[config.mk]
export PLATFORM = sky130hd
export DESIGN_NAME = ifetch_flat
export DESIGN_NICKNAME = d
export VERILOG_FILES = /design/src/rtl/ifetch_if.sv /design/src/rtl/ifetch.sv /design/src/flat_wrapper.sv
export SDC_FILE = /design/constraint.sdc
export NUM_CORES = 1
export LEC_CHECK = 0
export ABC_AREA = 1
export CORE_MARGIN = 2
export CORE_UTILIZATION = 45
export DETAILED_ROUTE_END_ITERATION = 16
export PLACE_DENSITY = 0.75
export RECOVER_POWER = 100
export SYNTH_ARGS = -nofsm -noshare
export SYNTH_HDL_FRONTEND = slang
export SYNTH_SLANG_ARGS = --single-unit
[constraint.sdc]
create_clock -name clk_i -period 3.37 [get_ports clk_i]
set_input_delay 0.674 -clock clk_i [delete_from_list [all_inputs] [get_ports clk_i]]
set_output_delay 0.674 -clock clk_i [all_outputs]
set_load 0.02 [all_outputs]
[src/rtl/ifetch_if.sv]
// Memory read port between the fetch unit (master) and instruction memory (slave).
// Handshake: the master holds mem_req_o and mem_addr_o steady until a cycle in which
// mem_gnt_i is high; that cycle transfers the request. Exactly one response follows,
// signalled by mem_rvalid_i, with mem_rdata_i and mem_err_i qualified by it. At most
// one request is outstanding at any time.
interface ifetch_if #(
  parameter int ADDR_LEN = 32
) ();
  logic                mem_req_o;
  logic [ADDR_LEN-1:0] mem_addr_o;
  logic                mem_gnt_i;
  logic                mem_rvalid_i;
  logic [31:0]         mem_rdata_i;
  logic                mem_err_i;

  modport master (
    output mem_req_o,
    output mem_addr_o,
    input  mem_gnt_i,
    input  mem_rvalid_i,
    input  mem_rdata_i,
    input  mem_err_i
  );

  modport slave (
    input  mem_req_o,
    input  mem_addr_o,
    output mem_gnt_i,
    output mem_rvalid_i,
    output mem_rdata_i,
    output mem_err_i
  );
endinterface

[src/rtl/ifetch.sv]
// Instruction fetch unit. Follows the PC published by the control unit, reads the
// word at that PC over the memory port and presents it until the PC moves again.
// Any PC movement (normal advance or redirect) discards the current word and refetches.
// All outputs are registered, so a PC change seen at edge N shows up as a request
// after edge N+1, and with a same-cycle grant and next-cycle response the word is
// valid after edge N+3.
module ifetch #(
  parameter int ADDR_LEN    = 32,
  parameter int TIMEOUT_CYC = 255
) (
  input  logic                clk_i,
  input  logic                reset_i,
  input  logic [ADDR_LEN-1:0] pc_i,
  output logic                inst_valid_o,
  output logic [31:0]         inst_o,
  output logic                fault_o,
  output logic [1:0]          dbg_state_o,
  ifetch_if.master            mem
);

  localparam int CNT_W = $clog2(TIMEOUT_CYC + 1);
  // Value of the wait counter during the last cycle a response is still accepted.
  localparam logic [CNT_W-1:0] TO_LAST = CNT_W'(TIMEOUT_CYC - 1);

  typedef enum logic [1:0] {
    S_REQ   = 2'd0,
    S_WAIT  = 2'd1,
    S_HOLD  = 2'd2,
    S_FAULT = 2'd3
  } state_t;

  state_t              r_state,   w_state_next;
  logic [ADDR_LEN-1:0] r_held_pc, w_held_next;
  logic                r_req,     w_req_next;
  logic [ADDR_LEN-1:0] r_addr,    w_addr_next;
  logic                r_stale,   w_stale_next;
  logic [CNT_W-1:0]    r_cnt,     w_cnt_next;
  logic                r_valid,   w_valid_next;
  logic [31:0]         r_inst,    w_inst_next;
  logic                r_fault,   w_fault_next;

  logic w_pc_moved;
  logic w_stale_now;

  assign w_pc_moved  = (pc_i != r_held_pc);
  // A response racing a PC change in the same cycle belongs to the old PC.
  assign w_stale_now = r_stale | w_pc_moved;

  assign inst_valid_o   = r_valid;
  assign inst_o         = r_inst;
  assign fault_o        = r_fault;
  assign dbg_state_o    = r_state;
  assign mem.mem_req_o  = r_req;
  assign mem.mem_addr_o = r_addr;

  // State and output registers; reset returns to REQ with everything cleared.
  always_ff @(posedge clk_i) begin
    if (reset_i) begin
      r_state   <= S_REQ;
      r_held_pc <= '0;
      r_req     <= 1'b0;
      r_addr    <= '0;
      r_stale   <= 1'b0;
      r_cnt     <= '0;
      r_valid   <= 1'b0;
      r_inst    <= '0;
      r_fault   <= 1'b0;
    end else begin
      r_state   <= w_state_next;
      r_held_pc <= w_held_next;
      r_req     <= w_req_next;
      r_addr    <= w_addr_next;
      r_stale   <= w_stale_next;
      r_cnt     <= w_cnt_next;
      r_valid   <= w_valid_next;
      r_inst    <= w_inst_next;
      r_fault   <= w_fault_next;
    end
  end

  // Next-state and next-output decode for the fetch FSM.
  always_comb begin
    w_state_next = r_state;
    w_held_next  = r_held_pc;
    w_req_next   = 1'b0;
    w_addr_next  = r_addr;
    w_stale_next = r_stale;
    w_cnt_next   = r_cnt;
    w_valid_next = r_valid;
    w_inst_next  = r_inst;
    w_fault_next = r_fault;

    case (r_state)
      S_REQ: begin
        if (w_pc_moved) begin
          // Withdraw the request for the old address and re-present next cycle.
          w_held_next = pc_i;
        end else if (r_held_pc[1:0] != 2'b00) begin
          w_state_next = S_FAULT;
          w_fault_next = 1'b1;
        end else if (r_req && mem.mem_gnt_i) begin
          w_state_next = S_WAIT;
          w_cnt_next   = '0;
          w_stale_next = 1'b0;
        end else begin
          w_req_next  = 1'b1;
          w_addr_next = r_held_pc;
        end
      end

      S_WAIT: begin
        w_cnt_next = r_cnt + CNT_W'(1);
        if (w_pc_moved) begin
          w_held_next = pc_i;
        end
        if (mem.mem_rvalid_i) begin
          if (w_stale_now) begin
            w_stale_next = 1'b0;
            w_state_next = S_REQ;
          end else if (mem.mem_err_i) begin
            w_state_next = S_FAULT;
            w_fault_next = 1'b1;
          end else begin
            w_inst_next  = mem.mem_rdata_i;
            w_valid_next = 1'b1;
            w_state_next = S_HOLD;
          end
        end else if (r_cnt == TO_LAST) begin
          // Timeout on a stale fetch just refetches; a late response lands in REQ and is ignored.
          w_stale_next = 1'b0;
          if (w_stale_now) begin
            w_state_next = S_REQ;
          end else begin
            w_state_next = S_FAULT;
            w_fault_next = 1'b1;
          end
        end else if (w_pc_moved) begin
          w_stale_next = 1'b1;
        end
      end

      S_HOLD: begin
        if (w_pc_moved) begin
          w_valid_next = 1'b0;
          w_held_next  = pc_i;
          w_state_next = S_REQ;
        end
      end

      S_FAULT: begin
        w_valid_next = 1'b0;
        if (w_pc_moved) begin
          w_fault_next = 1'b0;
          w_held_next  = pc_i;
          w_state_next = S_REQ;
        end
      end

      default: begin
        w_state_next = S_REQ;
      end
    endcase
  end

endmodule
[src/flat_wrapper.sv]
// flat-port wrapper written by rule: the top's interface ports become plain ports
module ifetch_flat 
#(
  parameter int ADDR_LEN    = 32,
  parameter int TIMEOUT_CYC = 255
)
  (clk_i, reset_i, pc_i, inst_valid_o, inst_o, fault_o, dbg_state_o, mem_mem_req_o, mem_mem_addr_o, mem_mem_gnt_i, mem_mem_rvalid_i, mem_mem_rdata_i, mem_mem_err_i);
  ifetch_if #(.ADDR_LEN(ADDR_LEN)) mem_i ();
  input  logic clk_i;
  input  logic reset_i;
  input  logic [ADDR_LEN-1:0] pc_i;
  output logic inst_valid_o;
  output logic [31:0] inst_o;
  output logic fault_o;
  output logic [1:0] dbg_state_o;
  output wire logic [$bits(mem_i.mem_req_o)-1:0] mem_mem_req_o;
  output wire logic [$bits(mem_i.mem_addr_o)-1:0] mem_mem_addr_o;
  input wire logic [$bits(mem_i.mem_gnt_i)-1:0] mem_mem_gnt_i;
  input wire logic [$bits(mem_i.mem_rvalid_i)-1:0] mem_mem_rvalid_i;
  input wire logic [$bits(mem_i.mem_rdata_i)-1:0] mem_mem_rdata_i;
  input wire logic [$bits(mem_i.mem_err_i)-1:0] mem_mem_err_i;
  assign mem_mem_req_o = mem_i.mem_req_o;
  assign mem_mem_addr_o = mem_i.mem_addr_o;
  assign mem_i.mem_gnt_i = mem_mem_gnt_i;
  assign mem_i.mem_rvalid_i = mem_mem_rvalid_i;
  assign mem_i.mem_rdata_i = mem_mem_rdata_i;
  assign mem_i.mem_err_i = mem_mem_err_i;
  ifetch #(.ADDR_LEN(ADDR_LEN), .TIMEOUT_CYC(TIMEOUT_CYC)) u_core (.clk_i(clk_i), .reset_i(reset_i), .pc_i(pc_i), .inst_valid_o(inst_valid_o), .inst_o(inst_o), .fault_o(fault_o), .dbg_state_o(dbg_state_o), .mem(mem_i));
endmodule
Word level (Yosys, flattened, before mapping):

Cells that the tools add are included.

* flip-flop bits (word level): 110
* logic and storage cells: 92
* bits of input ports: 69
* output and inout bits: 69

* add/sub/neg operators: 1
* reductions and logical operators: 16
* multiplexer cells: 38
* equal/unequal tests: 21
* bitwise operators: 7

Operators with widths (count)
* two-way mux 32 bit: 2
* inequality test 32 bit: 1
* two-way mux 8 bit: 3
* two-way mux 1 bit: 20
* two-way mux 2 bit: 8
* one-hot mux 8 bit (2 select lines): 1
* AND reduction 4 bit: 4
* inequality test 2 x 1 -> 1 bit (second input constant): 6
* inequality test 2 bit (second input constant): 5
* adder 8 x 1 -> 8 bit (second input constant): 1
* equality test 8 bit (second input constant): 1
* OR reduction 4 bit: 2
* AND reduction 7 bit: 1
* inequality test 3 x 2 -> 1 bit (second input constant): 2
* inverter 1 bit: 6
* one-hot mux 1 bit (3 select lines): 2
* one-hot mux 2 bit (3 select lines): 1
* AND reduction 6 bit: 1
* nonzero test 3 bit: 2
* AND reduction 5 bit: 1
* equality test 2 bit (second input constant): 2
* inequality test 4 x 2 -> 1 bit (second input constant): 1
* nonzero test 2 bit: 2
* inequality test 3 x 1 -> 1 bit (second input constant): 1
* other kinds (7): 7

Logic depth before layout (Yosys ltp):

Gate-level depths: netlist of the first run.

* depth after elaboration: 6
* depth in mapped cells: 15
* gate-level depth less buffers: 15

Least setup slack after synthesis of the first run:

No wires, ideal clock.

* kind: in2reg
* from: in pc_i[28]
* to: reg u_core.r_inst[0] (netlist: u_core.inst_o[0])
* data required time: 3.257 ns
* stages on the path: 11
* data arrival time: 1.890 ns
* setup time: 0.113 ns
* slack: 1.367 ns
* path buffers: 1
* cell sequence: xnor2_1 nand2_1 nor2_1 nand2_1 nor2_2 nand2_2 nor2_4 nand4_4 buf_2 nor2_1 nor2_1

* word-level cells in the longest chain between the ends: 4

Ends and longest elaborated chain
* start: declaration: line flat_wrapper.sv:11 `input logic [ADDR_LEN-1:0] pc_i;`
* inequality test 32 bit: line ifetch.sv:45 `assign w_pc_moved = (pc_i != r_held_pc);`
* OR 1 bit: line ifetch.sv:47 `assign w_stale_now = r_stale | w_pc_moved;`
* inverter 1 bit (no source line)
* AND reduction 4 bit (no source line)
* end signal: assignment: line ifetch.sv:76 `r_inst <= w_inst_next;`
* end: declaration: line ifetch.sv:39 `logic [31:0] r_inst, w_inst_next;`

Every way passes these cells.
A chain may end at the register's enable or synchronous reset.

==> flow_metrics.env, run 1 <==
export IMPL_status="finished, violations left"
export IMPL_failed_checks="max-capacitance violations, max-slew violations"
export IMPL_hold_path_class="register to register"
export IMPL_cp_depth=4
export IMPL_max_slew_margin=-0.411
export IMPL_drt_drc_violations_left=0
export IMPL_grt_ovfl_total=0
export IMPL_ys_flop_type="dfxtp_1"
export IMPL_cts_hold_buffers_added=0
export IMPL_synth_edf_count=0
export IMPL_worstPathMaxFanout=44
export IMPL_cts_buffer_depth=2
export IMPL_hold_depth=2
export IMPL_finalWirelength_microns=12100
export IMPL_worst_slew_pin_slew_ns=2.12
export IMPL_leakagePower_nw=3.43
export IMPL_ff2ff_path_depth=8
export IMPL_clock_latency_ns=0.37
export IMPL_num_rows=38
export IMPL_yosysTopAreaCell="dfxtp_1"
export IMPL_synth_seq_cells=110
export IMPL_ios=138
export IMPL_synth_cell_types=26
export IMPL_rsz0062_at_grt="no"
export IMPL_drive_gt1_frac=0.0235
export IMPL_drt_initial_drc_count=237
export IMPL_ir_drop_uv=216
export IMPL_clk_pin_slew_ns=0.09
export IMPL_synth_most_common_cell="nand2_1"
export IMPL_synth_top_area_share=0.436
export IMPL_grt_pass1_wl_microns=19400
export IMPL_powerDensity_mw_per_mm2=344
export IMPL_ys_async_sr_fraction=0
export IMPL_ys_warnings_count=0
export IMPL_fin_tns_setup_ns=0
export IMPL_io_buffer_count=137
export IMPL_cts_buffers=9
export IMPL_area_delta_synth_final_pct=31.9
export IMPL_critPathKind="primary input to register"
export IMPL_fin_nets=965
export IMPL_critPathLaunchType="primary input"
export IMPL_cts_tree="done"
export IMPL_start_util=0.464
export IMPL_ys_seq_area_frac=0.436
export IMPL_via_per_inst=4.55
export IMPL_crit_chain="dlygate4sd3_1 > clkbuf_1 > a21oi_1 > o21a_1"
export IMPL_cpMaxStageDelayCell="clkbuf_1"
export IMPL_num_antenna_cells=0
export IMPL_core_area_sq_mm=0.0109
export IMPL_crit_path_end_kind="register"
export IMPL_syn_area_sq_mm=0.00505
export IMPL_die_w_microns=110
export IMPL_dp_hpwl_microns=8900
export IMPL_fin_worst_skew_ns=0.0103
export IMPL_grt_util_all_layers=0.205
export IMPL_cp_num_buf_inv=2
export IMPL_grt_max_degree=65
export IMPL_cts_resized=0
export IMPL_antenna_found_initial=0
export IMPL_avgSynthCellArea_sq_um=6.64
export IMPL_die_area_sq_mm=0.0121
export IMPL_clock_sinks=110
export IMPL_drv_cap=1
export IMPL_critPathMaxStageDelay_ns=1.52
export IMPL_post_route_min_period_ns=2.75
export IMPL_drv_slew=45
export IMPL_die_height_microns=110
export IMPL_critPathRequiredTime_ns=3.64
export IMPL_gp_congestion=0.882
export IMPL_crit_family="buffers and inverters"
export IMPL_dr_pass1_iters=5
export IMPL_netlist_instances=761
export IMPL_timing_fmax_ghz=0.363
export IMPL_final_core_util=0.612
export IMPL_netlist_top_cells_area="dfxtp_1 44%, nand2_1 17%, nor2_1 11%, inv_1 8.6%, nand3_1 4.1%"
export IMPL_synthTopCellsByCount="227 x nand2_1, 147 x nor2_1, 116 x inv_1"
export IMPL_cts_setup_buffers=0
export IMPL_setup_violations_final=0
export IMPL_root_buffer="clkbuf_8"
export IMPL_worstPathArrival_ns=3.02
export IMPL_htreeDepth=3
export IMPL_grt_pass1_vias=4305
export IMPL_avgRoutedWirePerCell_microns=11.7
export IMPL_post_route_period_util=0.817
export IMPL_vias=4704
export IMPL_syn_num_nets=836
export IMPL_timing_final_hold_violations=0
export IMPL_ant_nets=0
## logic make-up after synthesis
| family | Yosys count | synth area share |
|---|---|---|
| AOI/OAI and AO/OA | 43 | 0.0463 |
| xor gates and xnor gates | 28 | 0.0485 |
| adders and majority gates | 6 | 0.0149 |
| buffers and inverters | 144 | 0.113 |
| DFF | 110 | 0.436 |
| and+or+nand+nor | 430 | 0.342 |
## power breakdown
group          switching [W]  internal [W]  total [W]  leakage (nW)
registers          0.0000146       0.00132    0.00133         0.895
logic               0.000121      0.000121   0.000242          2.45
clock network       0.000428      0.000287   0.000715        0.0824
total               0.000564       0.00173    0.00229          3.43
## metrics by stage
step                total power, W  area (sq um)  cells  setup slack, ns  hold slack [ns]
finish                     0.00229          6670   1034            0.617            0.457
floorplan                  0.00148          5050    761             1.37            0.438
global placement           0.00160          6520   1019            0.471            0.447
CTS                        0.00232          6690   1034            0.856            0.460
detailed placement         0.00161          6520   1019            0.448            0.450
global route               0.00240          6670   1034            0.374            0.485
## sequential cells by signal (all words and copies together), names as in the netlist
name and cells:
u_core.dbg_state_o 2, u_core.fault_o 1, u_core.inst_o 32, u_core.inst_valid_o 1
u_core.mem.mem_addr_o 32, u_core.mem.mem_req_o 1, u_core.r_cnt 8, u_core.r_held_pc 32
u_core.r_stale 1
## area by class of cell
cell class,count,area [sq um]
inverters,119,447
clock inverters,3,21.3
multi-input cells,507,2260
repair buffers,143,1410
flip-flops and latches,110,2200
well taps,140,175
fillers,1032,4220
clock buffers,12,145
## cell usage in the layout (no fill, tap or decap), types with 2 or more instances in the layout
master and instances:
a21oi_1 16, buf_4 5, clkbuf_1 3, clkbuf_8 10, clkdlybuf4s50_1 66, dfxtp_1 110
dlygate4sd3_1 71, ha_1 6, inv_1 117, nand2_1 229, nand3_1 41, nand3b_1 2
nand4_1 5, nor2_1 150, o21a_1 5, o21ai_0 20, xnor2_1 16, xor2_1 12
## per-layer routing
layer | wire [microns] | GRT usage | up-vias | share of wire
met3 | 858 | 0.0522 | 14 | 0.071
li1 | - | - | 2519 | -
met5 | 0 | 0 | - | 0
met2 | 5450 | 0.350 | 113 | 0.45
met1 | 5670 | 0.255 | 2058 | 0.47
met4 | 149 | 0.0542 | 0 | 0.012
## worst paths after layout
kind | end | from | slack [ns]
setup / recovery | u_core.mem.mem_addr_o[2] | reset_i | 0.62
hold / removal | u_core.mem.mem_addr_o[0] | u_core.mem.mem_addr_o[0] | 0.46
setup reg to reg | u_core.r_cnt[1] | u_core.dbg_state_o[1] | 1.00
hold reg to reg | u_core.mem.mem_addr_o[0] | u_core.mem.mem_addr_o[0] | 0.46
## worst min-delay path, delay by kind of cell (launching register included)
family,cells,cell delay (ns)
flip-flops,1,0.31
buffers and inverters,1,0.04
AND/OR/NAND/NOR,1,0.07
(Power assumes the default switching activity.)
==> run 2, diff against run 1 <==
==> constraint.sdc (replaced) <==
create_clock -name clk_i -period 2.65 [get_ports clk_i]
set_input_delay 0.53 -clock clk_i [delete_from_list [all_inputs] [get_ports clk_i]]
set_output_delay 0.53 -clock clk_i [all_outputs]
set_load 0.02 [all_outputs]
==> run 2 against run 1 <==
Net effect:
- the run now ends clean
- cell count increased by 0.19%
- clock skew grew 0.0045 ns
- clock power grew 64%
- critical endpoint is now u_core.mem.mem_addr_o[30]
==> flow_metrics.env, run 2 (same netlist as run 1, synthesis figures left out) <==
export IMPL_cts_hold_buffers_added=0
export IMPL_status="complete, no violations"
export IMPL_crit_path_end_kind="register"
export IMPL_grt_pass1_vias=4483
export IMPL_die_height_microns=110
export IMPL_rsz0062_at_grt="no"
export IMPL_root_buffer="clkbuf_8"
export IMPL_hold_path_class="register to register"
export IMPL_grt_ovfl_total=0
export IMPL_fin_ws_ns=0.317
export IMPL_cpMostUsedCell="nand2_1"
export IMPL_cpMaxStageDelayCell="clkdlybuf4s50_1"
export IMPL_nFillCells=1021
export IMPL_io_buffer_count=137
export IMPL_final_core_util=0.620
export IMPL_clk_pin_slew_ns=0.10
export IMPL_core_area_sq_mm=0.0109
export IMPL_worstPathMaxFanout=10
export IMPL_post_route_period_util=0.880
export IMPL_hold_depth=2
export IMPL_totalPowerFinal_w=0.00318
export IMPL_drt_initial_drc_count=242
export IMPL_ff2ff_path_depth=10
export IMPL_fin_tns_setup_ns=0
export IMPL_drv_slew=0
export IMPL_critPathMaxStageDelay_ns=0.43
export IMPL_stdcell_area_sq_mm=0.00675
export IMPL_num_antenna_cells=0
export IMPL_finalWirelength_microns=12200
export IMPL_num_rows=38
export IMPL_ant_nets=0
export IMPL_vias=4792
export IMPL_post_route_min_period_ns=2.33
export IMPL_layout_commonest_cell="nand2_1"
export IMPL_clock_sinks=110
export IMPL_setup_violations_final=0
export IMPL_max_slew_margin=0.364
export IMPL_dr_pass1_iters=5
export IMPL_antenna_found_initial=0
export IMPL_cts_buffers=9
export IMPL_cts_tree="done"
export IMPL_timing_fmax_ghz=0.429
export IMPL_avgRoutedWirePerCell_microns=11.8
export IMPL_worst_slew_pin_slew_ns=0.954
export IMPL_die_area_sq_mm=0.0121
export IMPL_critPathRequiredTime_ns=2.93
export IMPL_die_w_microns=110
export IMPL_drt_drc_violations_left=0
export IMPL_dp_hpwl_microns=8970
export IMPL_cts_setup_buffers=0
export IMPL_layout_common_cells="228 x nand2_1, 147 x nor2_1, 115 x inv_1, 110 x dfxtp_1, 70 x dlygate4sd3_1"
export IMPL_cts_buffer_depth=2
export IMPL_grt_pass1_wl_microns=19900
export IMPL_grt_max_degree=65
export IMPL_cts_resized=0
export IMPL_ir_drop_uv=315
export IMPL_worstPathArrival_ns=2.62
export IMPL_clock_latency_ns=0.37
export IMPL_via_per_inst=4.63
export IMPL_ios=138
export IMPL_powerDensity_mw_per_mm2=470
export IMPL_drive_gt1_frac=0.0313
export IMPL_drv_cap=0
export IMPL_critPathLaunchType="primary input"
export IMPL_start_util=0.464
export IMPL_grt_util_all_layers=0.207
export IMPL_gp_congestion=0.869
export IMPL_timing_final_hold_violations=0
export IMPL_dpl_cell_area_sq_mm=0.00656
export IMPL_place_ws_ns=0.0485
export IMPL_leakagePower_nw=3.46
export IMPL_htreeDepth=3
export IMPL_area_delta_synth_final_pct=33.6
export IMPL_crit_chain="clkdlybuf4s50_1 > xnor2_1 > nand2_1 > nor2_1 > nand2_1 > nor2_2 > nand2_1 > nor2_2 > nand2_1 > clkbuf_2 > o21ai_0"
export IMPL_fin_worst_skew_ns=0.0148
export IMPL_fin_nets=968
export IMPL_critPathKind="primary input to register"
run 2: cell count changes in the layout (fill, tap and decap cells not counted), moves of 2 or more:
| cell | delta |
|---|---|
| bufinv_16 | +3 |
| nor2_1 | -3 |
| inv_1 | -2 |
| clkbuf_2 | +2 |
| nor2_2 | +2 |
| inv_2 | +2 |
run 2: critical path: cells and delay by family:
family / cells / cell delay [ns]
simple gates: 7 / 0.96
xor+xnor: 1 / 0.25
buf+inv: 2 / 0.66
compound gates: 1 / 0.21
run 2: path summary, 6_finish.rpt:
kind	startpoint	end	slack [ns]
hold / removal	u_core.mem.mem_addr_o[0]	u_core.mem.mem_addr_o[0]	0.46
setup / recovery	pc_i[28]	u_core.mem.mem_addr_o[30]	0.32
hold reg to reg	u_core.mem.mem_addr_o[0]	u_core.mem.mem_addr_o[0]	0.46
setup reg to reg	u_core.r_held_pc[28]	u_core.mem.mem_addr_o[30]	0.56
run 2: report_power, final:
group	switching, W	leakage [nW]	internal [W]
clock	0.000548	0.108	0.000619
sequential	0.0000192	0.895	0.00168
combinational	0.000156	2.46	0.000155
run 2: layer usage:
metal / wire length [microns] / share of wire / up-vias / track usage
met4: 155 / 0.013 / 0 / 0.0624
met2: 5540 / 0.45 / 152 / 0.344
met3: 1020 / 0.084 / 17 / 0.0528
li1: - / - / 2524 / -
met5: 0 / 0 / - / 0
met1: 5480 / 0.45 / 2099 / 0.264
run 2: per-stage QoR:
step / cells / hold slack (ns)
after global placement: 1022 / 0.446
after floorplan: 761 / 0.438
after detailed placement: 1022 / 0.448
final: 1036 / 0.457
after global routing: 1036 / 0.476
after CTS: 1036 / 0.458
run 2: final cells by class:
class	count	area, sq um	area share
multi-input combinational	507	2260	0.335
tap	140	175	0.0259
clock inverter	4	97.6	0.0145
inverter	119	447	0.0662
timing repair buffer	146	1440	0.213
clock buffer	10	128	0.0189
sequential	110	2200	0.326
